===== src/rtl/edge_histogram_line_tracker.sv =====
// rtl/edge_histogram_line_tracker.sv - YUYV luma edge histogram with per-frame peak bin publish
//
// Purpose:
//   Finds horizontal luma edges in a YUYV camera stream, where an edge is
//   |Y[n] - Y[n-TAP_DIST]| > threshold. Edges are counted into NUM_BINS
//   equal-width horizontal bins over a whole frame. When vsync rises, the bins
//   are scanned one per cycle for the arg-max. The winning bin index and its
//   count are then published and the bins are cleared. The first frame after
//   reset is only used to synchronise to vsync and is never published.
//
// Ports:
//   pixel_clock    in   camera pixel clock, all logic on the rising edge
//   reset_n        in   asynchronous active-low reset
//   camera_data    in   YUYV byte stream (Y, C, Y, C, ... while href is high)
//   href           in   high while a line is active
//   vsync          in   high during frame blanking
//   threshold      in   unsigned edge threshold, sampled every cycle
//   line_position  out  bin index holding the most edges
//   peak_count     out  edge count in that bin
//   position_valid out  one-cycle pulse when line_position/peak_count update
//
// Optional feature, macro EDGE_TRACK_LOST_DETECT_EN:
//   min_peak       in   minimum peak count for a trustworthy position
//   line_lost      out  set when the published peak is below min_peak. In that
//                       case line_position keeps its previous value.

module edge_histogram_line_tracker #(
  parameter int DATA_W      = 8,
  parameter int LINE_PIXELS = 640,
  parameter int NUM_BINS    = 16,
  parameter int BIN_W       = 16,
  parameter int TAP_DIST    = 6,
  localparam int IDX_W      = (NUM_BINS > 1) ? $clog2(NUM_BINS) : 1
) (
  input  logic              pixel_clock,
  input  logic              reset_n,
  input  logic [DATA_W-1:0] camera_data,
  input  logic              href,
  input  logic              vsync,
  input  logic [DATA_W-1:0] threshold,
`ifdef EDGE_TRACK_LOST_DETECT_EN
  input  logic [BIN_W-1:0]  min_peak,
  output logic              line_lost,
`endif
  output logic [IDX_W-1:0]  line_position,
  output logic [BIN_W-1:0]  peak_count,
  output logic              position_valid
);

  localparam int BIN_PIX = LINE_PIXELS / NUM_BINS;
  localparam int LIDX_W  = (LINE_PIXELS > 1) ? $clog2(LINE_PIXELS) : 1;
  localparam int SUB_W   = (BIN_PIX > 1) ? $clog2(BIN_PIX) : 1;

  localparam logic [LIDX_W-1:0] LIDX_LAST = LIDX_W'(LINE_PIXELS - 1);
  localparam logic [LIDX_W-1:0] LIDX_TAP  = LIDX_W'(TAP_DIST);
  localparam logic [SUB_W-1:0]  SUB_LAST  = SUB_W'(BIN_PIX - 1);
  localparam logic [IDX_W-1:0]  BIN_LAST  = IDX_W'(NUM_BINS - 1);
  localparam logic [BIN_W-1:0]  BIN_MAX   = '1;

  typedef enum logic [2:0] {
    ST_ARM,
    ST_WAIT_LOW,
    ST_ACCUM,
    ST_SCAN,
    ST_PUBLISH
  } state_t;

  state_t              state_q, state_d;

  // Byte phase: 0 = next byte is Y, 1 = next byte is chroma.
  logic                phase_q, phase_d;
  // Index of the next Y sample on this line. It saturates at the last pixel.
  logic [LIDX_W-1:0]   luma_idx_q, luma_idx_d;
  // Position within the current bin, and the current bin. This pair replaces
  // a luma_idx / BIN_PIX divider.
  logic [SUB_W-1:0]    sub_q, sub_d;
  logic [IDX_W-1:0]    bin_q, bin_d;
  // taps_q[0] is the newest Y. taps_q[TAP_DIST-1] is the sample compared
  // against the incoming Y.
  logic [DATA_W-1:0]   taps_q [TAP_DIST];
  logic [DATA_W-1:0]   taps_d [TAP_DIST];
  logic [BIN_W-1:0]    bins_q [NUM_BINS];
  logic [BIN_W-1:0]    bins_d [NUM_BINS];

  logic [IDX_W-1:0]    k_q, k_d;
  logic [BIN_W-1:0]    max_q, max_d;
  logic [IDX_W-1:0]    arg_q, arg_d;

  logic [IDX_W-1:0]    line_position_q, line_position_d;
  logic [BIN_W-1:0]    peak_count_q, peak_count_d;
  logic                position_valid_q, position_valid_d;
`ifdef EDGE_TRACK_LOST_DETECT_EN
  logic                line_lost_q, line_lost_d;
`endif

  logic                pix_live;
  logic                y_byte;
  logic [DATA_W:0]     diff;
  logic [DATA_W:0]     mag;
  logic                edge_hit;

  always_comb begin
    state_d          = state_q;
    phase_d          = phase_q;
    luma_idx_d       = luma_idx_q;
    sub_d            = sub_q;
    bin_d            = bin_q;
    taps_d           = taps_q;
    bins_d           = bins_q;
    k_d              = k_q;
    max_d            = max_q;
    arg_d            = arg_q;
    line_position_d  = line_position_q;
    peak_count_d     = peak_count_q;
    position_valid_d = 1'b0;
`ifdef EDGE_TRACK_LOST_DETECT_EN
    line_lost_d      = line_lost_q;
`endif

    // Bytes only count while accumulating with vsync low. The cycle on which
    // vsync is first seen high belongs to the scan, so an edge arriving on
    // that cycle is dropped.
    pix_live = (state_q == ST_ACCUM) && !vsync && href;
    y_byte   = pix_live && !phase_q;

    // diff is the (DATA_W+1)-bit two's complement difference Y_new - Y_old.
    // mag is its absolute value, which always fits in DATA_W+1 unsigned bits.
    diff     = {1'b0, camera_data} - {1'b0, taps_q[TAP_DIST-1]};
    mag      = diff[DATA_W] ? (~diff + (DATA_W+1)'(1)) : diff;
    edge_hit = y_byte && (luma_idx_q >= LIDX_TAP) && (mag > {1'b0, threshold});

    if (pix_live) begin
      phase_d = ~phase_q;
    end else begin
      phase_d    = 1'b0;
      luma_idx_d = '0;
      sub_d      = '0;
      bin_d      = '0;
    end

    if (y_byte) begin
      taps_d[0] = camera_data;
      for (int i = 1; i < TAP_DIST; i++) begin
        taps_d[i] = taps_q[i-1];
      end
      if (luma_idx_q != LIDX_LAST) begin
        luma_idx_d = luma_idx_q + LIDX_W'(1);
      end
      // After luma_idx saturates, the bin is already the last one. The
      // sub-counter may keep wrapping without effect.
      if (sub_q == SUB_LAST) begin
        sub_d = '0;
        if (bin_q != BIN_LAST) begin
          bin_d = bin_q + IDX_W'(1);
        end
      end else begin
        sub_d = sub_q + SUB_W'(1);
      end
    end

    if (edge_hit && (bins_q[bin_q] != BIN_MAX)) begin
      bins_d[bin_q] = bins_q[bin_q] + BIN_W'(1);
    end

    case (state_q)
      ST_ARM: begin
        if (vsync) begin
          state_d = ST_WAIT_LOW;
        end
      end
      ST_WAIT_LOW: begin
        if (!vsync) begin
          state_d = ST_ACCUM;
        end
      end
      ST_ACCUM: begin
        if (vsync) begin
          state_d = ST_SCAN;
          k_d     = '0;
          max_d   = '0;
          arg_d   = '0;
        end
      end
      ST_SCAN: begin
        // Strictly-greater update, so ties keep the lowest bin index.
        if (bins_q[k_q] > max_q) begin
          max_d = bins_q[k_q];
          arg_d = k_q;
        end
        if (k_q == BIN_LAST) begin
          state_d = ST_PUBLISH;
        end else begin
          k_d = k_q + IDX_W'(1);
        end
      end
      ST_PUBLISH: begin
        for (int i = 0; i < NUM_BINS; i++) begin
          bins_d[i] = '0;
        end
        peak_count_d     = max_q;
        position_valid_d = 1'b1;
`ifdef EDGE_TRACK_LOST_DETECT_EN
        if (max_q < min_peak) begin
          line_lost_d = 1'b1;
        end else begin
          line_lost_d     = 1'b0;
          line_position_d = arg_q;
        end
`else
        line_position_d = arg_q;
`endif
        state_d = ST_WAIT_LOW;
      end
      default: begin
        state_d = ST_ARM;
      end
    endcase
  end

  always_ff @(posedge pixel_clock or negedge reset_n) begin
    if (!reset_n) begin
      state_q          <= ST_ARM;
      phase_q          <= 1'b0;
      luma_idx_q       <= '0;
      sub_q            <= '0;
      bin_q            <= '0;
      for (int i = 0; i < TAP_DIST; i++) begin
        taps_q[i] <= '0;
      end
      for (int i = 0; i < NUM_BINS; i++) begin
        bins_q[i] <= '0;
      end
      k_q              <= '0;
      max_q            <= '0;
      arg_q            <= '0;
      line_position_q  <= '0;
      peak_count_q     <= '0;
      position_valid_q <= 1'b0;
`ifdef EDGE_TRACK_LOST_DETECT_EN
      line_lost_q      <= 1'b0;
`endif
    end else begin
      state_q          <= state_d;
      phase_q          <= phase_d;
      luma_idx_q       <= luma_idx_d;
      sub_q            <= sub_d;
      bin_q            <= bin_d;
      taps_q           <= taps_d;
      bins_q           <= bins_d;
      k_q              <= k_d;
      max_q            <= max_d;
      arg_q            <= arg_d;
      line_position_q  <= line_position_d;
      peak_count_q     <= peak_count_d;
      position_valid_q <= position_valid_d;
`ifdef EDGE_TRACK_LOST_DETECT_EN
      line_lost_q      <= line_lost_d;
`endif
    end
  end

  assign line_position  = line_position_q;
  assign peak_count     = peak_count_q;
  assign position_valid = position_valid_q;
`ifdef EDGE_TRACK_LOST_DETECT_EN
  assign line_lost      = line_lost_q;
`endif

endmodule


===== config.mk =====
export PLATFORM = sky130hd
export DESIGN_NAME = edge_histogram_line_tracker
export DESIGN_NICKNAME = d
export VERILOG_FILES = /design/src/rtl/edge_histogram_line_tracker.sv
export SDC_FILE = /design/constraint.sdc
export NUM_CORES = 1
export LEC_CHECK = 0
export BUFFER_PORTS_ARGS = -buffer_cell sky130_fd_sc_hd__buf_2
export CAP_MARGIN = 10
export CELL_PAD_IN_SITES_DETAIL_PLACEMENT = 1
export CELL_PAD_IN_SITES_GLOBAL_PLACEMENT = 1
export CORE_MARGIN = 2
export CORE_UTILIZATION = 53
export CTS_BUF_LIST = sky130_fd_sc_hd__clkbuf_2 sky130_fd_sc_hd__clkbuf_4 sky130_fd_sc_hd__clkbuf_8
export CTS_CLUSTER_SIZE = 24
export DETAILED_ROUTE_END_ITERATION = 10
export GPL_ROUTABILITY_DRIVEN = 0
export PLACE_DENSITY_LB_ADDON = 0.1
export SLEW_MARGIN = 20
export SYNTH_ARGS = -nofsm -noshare
export SYNTH_HDL_FRONTEND = slang
export SYNTH_SLANG_ARGS = --single-unit

===== constraint.sdc =====
create_clock -name pixel_clock -period 6.1 [get_ports pixel_clock]
set_input_delay 0.915 -clock pixel_clock [delete_from_list [all_inputs] [get_ports pixel_clock]]
set_output_delay 0.915 -clock pixel_clock [all_outputs]
set_load 0.01 [all_outputs]

==> impl_summary.txt <==
----------------------------------------------------
[Setup path]
  Worst Reg2Reg Path Length in Cells ... 16
  CP endpoint kind ... flop
  Highest cell delay on the worst timing path ... 950 ps
  Required arrival time at the worst endpoint ... 6620 ps
  Crit Path Category ... input port to flop
  Family with the most delay on the worst path ... compound AO/OA/AOI/OAI gates
  Count of cell instances traversed by the critical path ... 18
  Cell-by-cell listing of the critical path ... buf_2, inv_1, ha_1, inv_1, fa_1, a31o_2, a311oi_1, xnor2_1, o31ai_1, xnor2_1, ha_1, nand3_1, or2_2, o22a_1, o211ai_1, buf_4, nand3_1, o21ai_0
  Crit path buffers/inverters ... 4
  Highest net fanout along the worst path ... 12
  Startpoint types ... input port
  CP arrival ... 5540 ps
  Standard cell with the maximum stage delay on the critical path ... o211ai_1

[Global route]
  Wire length of the first global-routing pass ... 96.4 mm
  Vias in the first global route ... 16676
  Largest net degree at the start of global routing ... 247
  Overall routing resource usage ... 0.323
  Initial antenna violation count ... 0
  Congestion Overflow GR ... 0

[Status]
  Result of the run ... complete, no violations

[Floorplan]
  Top-Level Pins ... 41
  Width of the die ... 199 µm
  Effective utilization at floorplan ... 0.536
  # rows ... 71
  Standard cell core area ... 37500 µm²
  Die Y-Extent ... 199 µm
  Total Die Area ... 39500 µm²

[Synth]
  Summed instance area of the synthesized netlist ... 20100 µm²
  Count of synthesis-stage warnings from yosys ... 0
  Ys async rst share ... 1.00
  Most frequently used flop master after synthesis ... dfrtp_1
  Number of standard cells after synthesis ... 1834
  Number of distinct standard cells referenced by the synthesized netlist ... 61
  Cell types occupying the most area after synthesis ... dfrtp_1 46%, mux4_2 16%, mux2i_1 5.8%
  Synthesized flop and latch total ... 373
  Post-synthesis sequential area ratio ... 0.465
  Syn avg cell area ... 11.0 µm²
  Cell type with the highest aggregate area in the netlist ... dfrtp_1
  Top cell type's share of synthesized area ... 0.465
  Number of enable-type register cells in the synthesized netlist ... 0
  Net count after synthesis ... 1897

[Hold path]
  Hold Path Class ... input port to async pin

[Timing]
  Number of failing setup endpoints in the final timing report ... 0
  Rel. slew slack ... 0.258
  Worst hold slack ... 246 ps
  Actual transition at the worst max-transition pin ... 1110 ps
  Total Negative Setup Slacks ... 0 ps
  Final critical path time including I/O delays and setup ... 5020 ps
  Post-route clock skew ... 34.2 ps
  Setup repair after global routing missed its margin ... no
  FMAX ... 0.199 GHz
  Final-report hold violation count ... 0
  Final period util ... 0.823
  Final slew viol count ... 0

[Placement]
  Port-buffer cells ... 40
  Cell area after placement ... 20900 µm²
  DP Wirelength ... 39.1 mm

[Route]
  WL/cell ... 25.1 µm
  Detailed-route via count ... 15467
  Number of nets still failing antenna checks after routing ... 0
  Final routed wirelength across all metal layers ... 60.6 mm
  Initial DRC Count ... 1351
  Length of the first detailed-routing pass in iterations ... 7
  Number of vias per cell ... 6.40
  Number of remaining DRC errors ... 0

[Flow run]
  Maximum Capacitance Violations ... 0

[Clocking]
  Cell at the root of the clock tree ... clkbuf_8
  Gates resized, CTS repair ... 0
  Count of H-tree levels built during CTS ... 3
  Number of buffers created by CTS ... 69
  Bufs on Longest Clock Path ... 3
  Insertion delay to the later sink of the worst-skew pair ... 640 ps
  Total setup buffers inserted after CTS ... 0
  TritonCTS clock tree ... built
  Post-CTS Hold Buffers ... 0
  CTS Sinks ... 373
  Clk slew on worst S/H paths ... 60 ps

[Finish]
  ANT cells ... 0
  Layout filler cell count ... 3973
  Fraction of final layout cells with drive strength greater than 1 ... 0.209
  Number of nets at the end of the flow ... 1924
  Final Cell Area ... 22300 µm²
  Utilization after layout ... 0.595
  Area Overhead vs Synth ... 11.1%

[Pwr]
  Total power divided by cell area ... 356 nW/µm²
  Max IR drop VDD ... 0.296 mV
  Leak pwr ... 10.1 nW

----------------------------------------------------
cells in the final DEF, fill, tap and decap left out, types with 4 or more instances in the layout:
master	Yosys	final
a21o_1	9	9
a21oi_1	15	15
a221oi_1	8	8
a22o_1	8	8
a22oi_1	16	16
a31oi_1	4	4
and2_1	6	6
and3_1	22	22
buf_12	0	8
buf_2	26	39
buf_4	8	59
clkbuf_4	0	24
clkbuf_8	0	85
clkinv_2	0	4
dfrtp_1	373	369
ha_1	42	42
inv_1	41	41
mux2i_1	116	116
mux4_2	144	144
nand2_1	309	309
nand3_1	187	187
nand3_2	6	6
nand3_4	4	4
nand4_1	10	10
nor2_1	45	44
nor2b_1	10	8
nor3_1	10	10
o211ai_1	11	11
o21ai_0	159	159
o21ai_1	50	50
or2_2	5	5
xnor2_1	17	17
xor2_1	12	10
per-layer routing:
metal	global-route usage	vias to the layer above	wire [µm]
met3	0.0576	142	4230
met1	0.438	8063	25300
met5	0	-	0
met4	0.132	0	2100
met2	0.518	566	29000
li1	-	6696	-
metrics by stage:
step / cells / setup slack (ps) / power, mW
2_1_floorplan: 1834 / 1350 / 4.76
3_3_place_gp: 2300 / 589 / 5.40
3_5_place_dp: 2300 / 496 / 5.50
4_1_cts: 2414 / 1120 / 8.01
5_1_grt: 2415 / 632 / 8.37
6_report: 2415 / 1080 / 7.94
cells in the mapped netlist (all sizes together) (22+ instances only):
cell / instances
and3: 22
buf: 63
clkbuf: 89
dfrtp: 373
ha: 42
inv: 41
mux2i: 116
mux4: 144
nand2: 309
nand3: 197
nor2: 45
o21ai: 209
flip-flops by register name, indices dropped and copies added, names as in the netlist:
register        cells
arg_q               4
state_q             3
phase_q             1
bin_q               4
luma_idx_q         10
position_valid      1
sub_q               6
peak_count         16
bins_q            256
line_position       4
max_q              16
k_q                 4
taps_q             48
where the power goes:
part / internal, mW / switching, mW / total [mW]
clock: 1.43 / 1.06 / 2.50
combinational: 1.13 / 1.43 / 2.55
sequential: 2.69 / 0.199 / 2.89
area by class of cell:
class	instances	area, µm²	share of cell area
inverters	42	158	0.00706
repair buffers	108	841	0.0377
clock buffers	109	1350	0.0605
clock inverters	5	50.0	0.00224
multi-input cells	1267	9930	0.445
well taps	511	639	0.0287
flip-flops and latches	373	9340	0.419
path summary, 6_finish.rpt:
kind | start | end | slack, ps
setup / recovery | camera_data[0] | bins_q[175] | 1080
hold / removal | reset_n | line_position[3] | 250
setup reg to reg | taps_q[0] | bins_q[175] | 1180
hold reg to reg | taps_q[46] | taps_q[38] | 450
max in group asynchronous | reset_n | bins_q[109] | 4410
min in group pixel_clock | taps_q[46] | taps_q[38] | 450
logic make-up (layout without fill, tap and decap cells):
kind of cell / Yosys count / after routing / share of synthesized area
compound gates: 306 / 306 / 0.0887
xor+xnor: 29 / 29 / 0.0126
fa+ha+maj: 43 / 43 / 0.0272
buf+inv: 194 / 264 / 0.0431
flops: 373 / 373 / 0.465
mux: 260 / 260 / 0.219
simple gates: 629 / 629 / 0.145
No activity file was read; power rests on OpenSTA's default activity.
